===== src/rtl/uart_transmitter_if.sv =====
// Byte handshake between an on-chip producer and the UART transmitter.
// The producer drives data_in/data_in_valid; the transmitter answers with data_in_ready.
interface uart_transmitter_if;
    logic [7:0] data_in;
    logic       data_in_valid;
    logic       data_in_ready;

    modport master (
        output data_in,
        output data_in_valid,
        input  data_in_ready
    );

    modport slave (
        input  data_in,
        input  data_in_valid,
        output data_in_ready
    );
endinterface


===== src/rtl/uart_transmitter.sv =====
// 8N1 UART serializer, LSB first, fed by a ready/valid byte handshake.
// serial_out and data_in_ready both come straight from flops so the pin never glitches.
module uart_transmitter #(
    parameter int CLOCK_FREQ = 125_000_000,
    parameter int BAUD_RATE  = 115_200
) (
    input  logic              clk,
    input  logic              rst,
    uart_transmitter_if.slave in_if,
    output logic              serial_out
);
    localparam int SYMBOL_EDGE_TIME = CLOCK_FREQ / BAUD_RATE;
    localparam int CNT_W = $clog2(SYMBOL_EDGE_TIME);
    localparam logic [CNT_W-1:0] CNT_LAST = CNT_W'(SYMBOL_EDGE_TIME - 1);

    typedef enum logic [1:0] {IDLE, START, DATA, STOP} state_e;

    state_e           state_q, state_d;
    logic [CNT_W-1:0] cnt_q, cnt_d;
    logic [2:0]       bit_idx_q, bit_idx_d;
    logic [7:0]       shift_q, shift_d;
    logic             serial_q, serial_d;
    logic             ready_q, ready_d;
    logic             handshake;
    logic             bit_end;

    assign handshake          = in_if.data_in_valid & ready_q;
    assign bit_end            = (cnt_q == CNT_LAST);
    assign in_if.data_in_ready = ready_q;
    assign serial_out         = serial_q;

    always_ff @(posedge clk) begin
        if (rst) begin
            state_q   <= IDLE;
            cnt_q     <= '0;
            bit_idx_q <= '0;
            shift_q   <= '0;
            serial_q  <= 1'b1;
            ready_q   <= 1'b1;
        end else begin
            state_q   <= state_d;
            cnt_q     <= cnt_d;
            bit_idx_q <= bit_idx_d;
            shift_q   <= shift_d;
            serial_q  <= serial_d;
            ready_q   <= ready_d;
        end
    end

    // The line flop follows the state by one cycle, so ready is held low through
    // the final stop-bit cycle on the pin: it only reopens from an IDLE state.
    always_comb begin
        state_d   = state_q;
        cnt_d     = cnt_q;
        bit_idx_d = bit_idx_q;
        shift_d   = shift_q;
        serial_d  = 1'b1;
        ready_d   = 1'b0;

        unique case (state_q)
            IDLE: begin
                ready_d = ~handshake;
                if (handshake) begin
                    shift_d   = in_if.data_in;
                    cnt_d     = '0;
                    bit_idx_d = '0;
                    state_d   = START;
                end
            end
            START: begin
                serial_d = 1'b0;
                cnt_d    = bit_end ? '0 : cnt_q + CNT_W'(1);
                if (bit_end) begin
                    state_d = DATA;
                end
            end
            DATA: begin
                serial_d = shift_q[0];
                cnt_d    = bit_end ? '0 : cnt_q + CNT_W'(1);
                if (bit_end) begin
                    shift_d   = {1'b0, shift_q[7:1]};
                    bit_idx_d = bit_idx_q + 3'd1;
                    if (bit_idx_q == 3'd7) begin
                        state_d = STOP;
                    end
                end
            end
            STOP: begin
                serial_d = 1'b1;
                cnt_d    = bit_end ? '0 : cnt_q + CNT_W'(1);
                if (bit_end) begin
                    state_d = IDLE;
                end
            end
            default: begin
                state_d = IDLE;
            end
        endcase
    end
endmodule

===== src/flat_wrapper.sv =====
// flat-port wrapper written by rule: the top's interface ports become plain ports
module uart_transmitter_flat 
#(
    parameter int CLOCK_FREQ = 125_000_000,
    parameter int BAUD_RATE  = 115_200
)
  (clk, rst, serial_out, in_if_data_in, in_if_data_in_valid, in_if_data_in_ready);
  uart_transmitter_if in_if_i ();
  input  logic clk;
  input  logic rst;
  output logic serial_out;
  input wire logic [$bits(in_if_i.data_in)-1:0] in_if_data_in;
  input wire logic [$bits(in_if_i.data_in_valid)-1:0] in_if_data_in_valid;
  output wire logic [$bits(in_if_i.data_in_ready)-1:0] in_if_data_in_ready;
  assign in_if_i.data_in = in_if_data_in;
  assign in_if_i.data_in_valid = in_if_data_in_valid;
  assign in_if_data_in_ready = in_if_i.data_in_ready;
  uart_transmitter #(.CLOCK_FREQ(CLOCK_FREQ), .BAUD_RATE(BAUD_RATE)) u_core (.clk(clk), .rst(rst), .in_if(in_if_i), .serial_out(serial_out));
endmodule

===== config.mk =====
export PLATFORM = sky130hd
export DESIGN_NAME = uart_transmitter_flat
export DESIGN_NICKNAME = d
export VERILOG_FILES = /design/src/rtl/uart_transmitter_if.sv /design/src/rtl/uart_transmitter.sv /design/src/flat_wrapper.sv
export SDC_FILE = /design/constraint.sdc
export NUM_CORES = 1
export LEC_CHECK = 0
export BUFFER_PORTS_ARGS = -buffer_cell sky130_fd_sc_hd__buf_2
export CAP_MARGIN = 10
export CORE_MARGIN = 2
export CORE_UTILIZATION = 60
export DETAILED_ROUTE_END_ITERATION = 8
export PLACE_DENSITY = 0.84
export SLEW_MARGIN = 30
export SYNTH_ARGS = -nofsm -noshare
export SYNTH_HDL_FRONTEND = slang
export SYNTH_SLANG_ARGS = --single-unit

===== constraint.sdc =====
create_clock -name clk -period 4.45 [get_ports clk]
set_clock_uncertainty 0.1 [all_clocks]
set_input_delay 0.445 -clock clk [delete_from_list [all_inputs] [get_ports clk]]
set_output_delay 0.445 -clock clk [all_outputs]
set_load 0.05 [all_outputs]

==> qor.csv, run 1 <==
metric;value;unit
status;finished, final reports clean;
Min-Delay Path Class;in -> reg;
Clock Tree Buf Depth;2;
hold buffer count at CTS;0;
Mapped Cells;147;
final net count;178;
final worst-path cycle share;52.1;%
path length in cells of the critical path;6;
vias in the first global route;1049;
Post-CTS Repair Setup Buffers;0;
Starting Density;61.8;%
TritonRoute pass-1 iters;4;
Final Max Slew Viols;0;
fmax;431;MHz
RSZ-0062 raised after global routing;no;
Antenna diodes;0;
initial antenna violation count;0;
post-layout min period;2.32;ns
crit-path cells;inv_1 > ha_1 > a21bo_2 > nand3_1 > or4b_2 > a21oi_1;
largest net degree at the start of global routing;24;
Port Buf Inserts;12;
CP Data Arrival Time;2.47;ns
cell depth of the worst flop-to-flop path;6;
Root Driver;clkbuf_4;
Synth Area in Adders;8.40;%
Die Ht;51.3;µm
maxcap violations;0;
vias;1097;
post-CTS resize count;0;
Final Hold Viols;0;
Reg area;520;µm²
Synth Area in XOR/XNOR;5.23;%
# DRC;0;
Post-synth top flop;dfxtp_1;
post-synthesis compound-gate area fraction;17.3;%
first-pass GRT wire length;4540;µm
Initial DRC Count;21;
Chip Width;51.3;µm
CTS clk-pin slew, worst paths;0.13;ns
total clock sinks;26;
Critical Path Fanout Max;23;
Post-synth ARST share;0;%
Fin Hold WS;0.288;ns
cts bufs inserted;3;
Top Ports;13;
synthesized flop and latch total;26;
total congestion overflow;0;
Die ar.;2630;µm²
Leak;0.498;nW
All-Layer GR Usage;22.4;%
largest family of logic cells by synthesized area;simple AND/OR/NAND/NOR gates;
vias per cell;5.96;
WL final;2670;µm
Worst Max-Slew Pin Slew;0.637;ns
WS Path Type;reg -> reg;
GPL Wtd Cong;0.829;
share of the synthesized area in the top cell type;38.8;%
multi-input combinational cell area;762;µm²
CTS tree;yes;
Worst path slowest cell;or4b_2;
synth top area cells;dfxtp_1, ha_1, a21oi_1, mux2i_1, a311oi_1;
Clock Latency Late Sink;0.31;ns
Hold Path Stages;3;
layout cells sized above 1;14.7;%
post-detailed-route count of antenna-violating nets;0;
most common cell after layout, fill and taps aside;dfxtp_1;
Ys Warns;0;
Critical Path RT;4.60;ns
sequential area share after synthesis;38.8;%
Simple-Gate Fraction of Synth Area;20.7;%
Layout area overhead;6.72;%
Post-Syn Area;1340;µm²
worst vdd ir;373;µV
Post-DP HPWL;1970;µm
relative slew slack;57.5;%
CP Capture Type;register;
crit start category;register;
Sum Neg Setup Slack;0;ns
cell area power density;542;nW/µm²
CP bufs+invs;1;
Syn Nets;167;
Yosys cell types;38;
delay-heaviest family, CP;simple AND/OR/NAND/NOR gates;
Floorplan Core Area;2170;µm²
routed length per instance;14.5;µm
Largest stage delay, worst path;0.62;ns
row count;17;
Synth Area per Inst;9.12;µm²
final setup vio count;0;
post-synth top area cell;dfxtp_1;
number of fill cells;171;
CTS H-tree lvls;1;
leading cell types in the layout, fill and taps excluded;dfxtp_1, a21oi_1, nor2_1;
Post-synth EDFFs;0;
post-synthesis mux area share;5.23;%
-- area by class of cell --
class                   count  area share, %
well taps                  28           2.45
clock buffers               3           1.57
flip-flops and latches     26           36.4
repair buffers             13           4.72
multi-input cells         108           53.3
inverters                   6           1.57
-- layer usage --
metal  up-vias  part of all wire (%)  global-route usage, %
met5         -                     0                      0
met4         0                  0.45                   7.46
met3         2                   2.4                   2.92
met2        15                    51                   38.1
met1       529                    46                   29.2
li1        551                     -                      -
-- tightest hold or removal path, delay by kind of cell --
family / cells / cell delay, ns
and+or+nand+nor: 1 / 0.06
buffers and inverters: 1 / 0.10
AOI/OAI and AO/OA: 1 / 0.06
-- registers in the layout, indices dropped and copies added (netlist names) --
register / cells
u_core.bit_idx_q: 3
u_core.cnt_q: 11
u_core.state_q: 2
u_core.in_if.data_in_ready: 1
u_core.serial_out: 1
u_core.shift_q: 8
-- Yosys cell counts, drive strengths merged (3+ instances only) --
cell,count
nor2,14
buf,3
nand3,5
mux2i,7
nand2,6
a311oi,7
a21oi,15
inv,6
xnor2,6
dfxtp,26
clkbuf,4
o21ai,8
ha,9
nor3,6
-- power breakdown --
group | switching, W | internal [W] | total [W]
combinational | 0.000228 | 0.000129 | 0.000357
sequential | 0.0000346 | 0.000287 | 0.000322
clock | 0.0000648 | 0.0000316 | 0.0000964
-- cells by family after synthesis --
group,after synthesis
AOI/OAI and AO/OA,36
xor gates and xnor gates,8
adders and majority gates,9
buffers and inverters,13
DFF,26
muxes,7
and+or+nand+nor,48
-- stage by stage --
stage | setup slack [ns] | util, % | std cells | cell area (µm²) | power [W]
CTS | 2.17 | 65.9 | 184 | 1430 | 0.000774
floorplan | 2.55 | - | 147 | 1340 | 0.000611
finish | 2.13 | 65.9 | 184 | 1430 | 0.000775
global placement | 2.32 | 64.9 | 181 | 1410 | 0.000654
detailed placement | 2.20 | 64.9 | 181 | 1410 | 0.000680
global route | 2.03 | 65.9 | 184 | 1430 | 0.000833
-- final timing paths --
check / start / slack (ns) / endpoint
worst max-delay path: u_core.state_q[0]$_SDFFE_PP0P_ / 2.13 / u_core.cnt_q[4]$_SDFFE_PP0N_
worst min-delay path: in_if_data_in[7] / 0.29 / u_core.shift_q[7]$_SDFFE_PP0P_
worst min register to register: u_core.bit_idx_q[1]$_SDFFE_PP0P_ / 0.39 / u_core.bit_idx_q[1]$_SDFFE_PP0P_
worst max register to register: u_core.state_q[0]$_SDFFE_PP0P_ / 2.13 / u_core.cnt_q[4]$_SDFFE_PP0N_
Note: power is estimated with default switching activity, not from simulation.
==> inputs of run 2 (changes only) <==
Settings changed: ABC_AREA from default to 1, CORE_UTILIZATION 60 to 52, PLACE_DENSITY 0.84 to 0.77.
Clock period 4.45 ns to 2.1 ns, I/O delays scaled along.
==> run 2 against run 1 <==
Compared with the run above:
- worst setup slack got worse by 1.7 ns
- first-iteration DRC count up 52%
- critical path type unchanged
- routed wire length decreased by 11%
- fmax grew 37%
- register-to-register slack got worse by 1.7 ns
- critical path depth grew 3
- global-route usage fell by 6.0 points
- largest power group unchanged
- largest cell class unchanged
- final cell count increased by 36%
- die area grew 21%
- area after synthesis increased by 6.2%
==> qor.csv, run 2 <==
metric;value;unit;change
post-synth top area cell;dfxtp_1;;
total clock sinks;26;;unchanged
Post-synth EDFFs;0;;unchanged
Top Ports;13;;unchanged
row count;18;;+1
Post-CTS Repair Setup Buffers;0;;unchanged
Floorplan Core Area;2540;µm²;+17%
switching share of power;43.3;%;+1.0 points
Logic pwr share;49.1;%;+3.1 points
vias in the first global route;967;;-7.8%
largest net degree at the start of global routing;23;;-4.2%
sequential area share after synthesis;36.6;%;-2.3 points
synthesized flop and latch total;26;;unchanged
Final Max Slew Viols;0;;unchanged
worst vdd ir;859;µV;+130%
WL final;2380;µm;-11%
Post-Syn Area;1420;µm²;+6.2%
total congestion overflow;0;;unchanged
final worst-path cycle share;80.4;%;+28 points
GRT busiest layer;met2;;
CP Data Arrival Time;1.80;ns;-0.67 ns
sequential power share;38.9;%;-2.6 points
fmax;592;MHz;+37%
Reg2Reg Setup Slack;0.41;ns;-1.72 ns
maxcap violations;0;;unchanged
Post-DP HPWL;1830;µm;-7.0%
Clock Latency Late Sink;0.31;ns;about the same
relative slew slack;76.5;%;+19 points
final net count;242;;+36%
CP Capture Type;register;;
Mapped Cells;208;;+41%
Worst Max-Slew Pin Slew;0.349;ns;-0.288 ns
layout cells sized above 1;11.8;%;-2.9 points
Clk network pwr share;12.0;%;-0.4 points
Chip Width;56.3;µm;+9.8%
Worst setup startpoint;u_core.cnt_q[0]$_SDFFE_PP0N_;;
Biggest register;u_core.cnt_q;;
# DRC;0;;unchanged
CTS clk-pin slew, worst paths;0.13;ns;about the same
CTS tree;yes;;
post-CTS resize count;0;;unchanged
final core utilization;60.1;%;-5.8 points
most common cell in the netlist;nand2_1;;
vias;1190;;+8.5%
post-detailed-route count of antenna-violating nets;0;;unchanged
Die Ht;56.3;µm;+9.8%
Root Driver;clkbuf_4;;
Largest regs;u_core.cnt_q: 11 flops, u_core.shift_q: 8 flops, u_core.bit_idx_q: 3 flops;;
RSZ-0062 raised after global routing;no;;
cell area power density;1100;nW/µm²;+100%
number of fill cells;255;;+49%
vias per cell;4.76;;-20%
NetSw;0.000729;W;+120%
Clock Tree Buf Depth;2;;unchanged
GPL Wtd Cong;0.856;;+3.2%
FF-to-FF End;u_core.bit_idx_q[2]$_SDFFE_PP0P_;;
Starting Density;55.9;%;-5.9 points
Port Buf Inserts;12;;unchanged
Die ar.;3170;µm²;+21%
cell depth of the worst flop-to-flop path;9;;+3
Critical Path Fanout Max;22;;-4.3%
Critical Path Sink;u_core.bit_idx_q[2]$_SDFFE_PP0P_;;
M3 GR Usage;4.15;%;+1.2 points
synth top area cells;dfxtp_1, nand2_1, nor2_1, ha_1, inv_1;;
first-pass GRT wire length;4120;µm;-9.3%
Ys Warns;0;;unchanged
RR Startpoint;u_core.cnt_q[0]$_SDFFE_PP0N_;;
hold buffer count at CTS;0;;unchanged
status;finished, final reports clean;;
Initial DRC Count;32;;+52%
post-layout min period;1.69;ns;-0.632 ns
initial antenna violation count;0;;unchanged
Final Hold Viols;0;;unchanged
crit start category;register;;
Antenna diodes;0;;unchanged
final setup vio count;0;;unchanged
Min-Delay Path Class;in -> reg;;
grt met1 use;22.2;%;-7.0 points
Post-synth top flop;dfxtp_1;;
Synth Area per Inst;6.84;µm²;-25%
All-Layer GR Usage;16.3;%;-6.0 points
P_int;0.000955;W;+110%
Syn Nets;228;;+37%
Yosys cell types;25;;-34%
TritonRoute pass-1 iters;4;;unchanged
CTS H-tree lvls;1;;unchanged
leading cell types by count after synthesis;nand2_1, nor2_1, inv_1;;
Sum Neg Setup Slack;0;ns;unchanged
M2 GR Usage;24.9;%;-13 points
Critical Path RT;2.21;ns;-2.39 ns
Layout area overhead;7.56;%;
Post-synth ARST share;0;%;unchanged
most common cell after layout, fill and taps aside;nand2_1;;
Leak;0.745;nW;+49%
WS Path Type;reg -> reg;;
Largest register FFs;11;;unchanged
leading cell types in the layout, fill and taps excluded;nand2_1, nor2_1, inv_1;;
cts bufs inserted;3;;unchanged
routed length per instance;9.54;µm;-34%
share of the synthesized area in the top cell type;36.6;%;-2.3 points
==> run 2: how the worst min path moves through the flow <==
stage	start	to	slack [ns]	cells after the start
6_report	rst	u_core.serial_out$_SDFF_PP1_	0.02	3
5_1_grt	rst	u_core.serial_out$_SDFF_PP1_	0.01	3
4_1_cts	rst	u_core.serial_out$_SDFF_PP1_	0.009	3
3_5_place_dp	rst	u_core.serial_out$_SDFF_PP1_	0.34	3
3_3_place_gp	in_if_data_in[7]	u_core.shift_q[7]$_SDFFE_PP0P_	0.34	3
2_1_floorplan	rst	u_core.serial_out$_SDFF_PP1_	0.21	2
==> run 2: cell families (layout without fill, tap and decap cells) <==
group | after synthesis | count (layout) | share of synthesized area (%)
AO/OA/AOI/OAI | 23 | 23 | 8.44
XOR/XNOR | 4 | 4 | 2.46
adder cells (fa/ha/maj) | 9 | 9 | 7.92
buffers and inverters | 36 | 48 | 10.4
flip-flops | 26 | 26 | 36.6
AND/OR/NAND/NOR | 110 | 110 | 34.2
==> run 2: stage by stage <==
step	area [µm²]	power (W)	cells	hold slack [ns]	worst slack [ns]
detailed placement	1510	0.00150	247	0.339	0.426
global route	1530	0.00185	250	0.0132	0.230
global placement	1510	0.00149	247	0.341	0.458
floorplan	1420	0.00137	208	0.210	0.491
finish	1530	0.00168	250	0.0179	0.411
CTS	1530	0.00170	250	0.00948	0.410
==> run 2: power by group through the flow <==
| stage | Clock (W) | Combinational [W] | Sequential, W |
|---|---|---|---|
| 2_1_floorplan | 0 | 0.000663 | 0.000711 |
| 3_3_place_gp | 0 | 0.000821 | 0.000665 |
| 3_5_place_dp | 0 | 0.000829 | 0.000669 |
| 4_1_cts | 0.000214 | 0.000832 | 0.000657 |
| 5_1_grt | 0.000234 | 0.000947 | 0.000668 |
| 6_report | 0.000201 | 0.000827 | 0.000656 |
==> run 2: critical path, stage by stage (launching register included) <==
cell and delay, ns:
dfxtp_1 0.35, inv_1 0.11, ha_1 0.15, nand2_1 0.05
nor2_1 0.17, nand3_4 0.11, nand2_2 0.10, nand3b_4 0.21
a21oi_1 0.19, nor2_1 0.05
==> run 2: cell type report <==
type                       count  area [µm²]  area share [%]
sequential                    26         520            34.0
clock buffer                   3        22.5            1.47
inverter                      30         113            7.36
timing repair buffer          15        82.6            5.40
tap                           30        37.5            2.45
multi-input combinational    146         754            49.3
==> run 2: metal layers <==
layer / wire (µm) / up-vias
met3: 56 / 2
li1: - / 668
met2: 1070 / 11
met1: 1250 / 509
met4: 16 / 0
met5: 0 / -
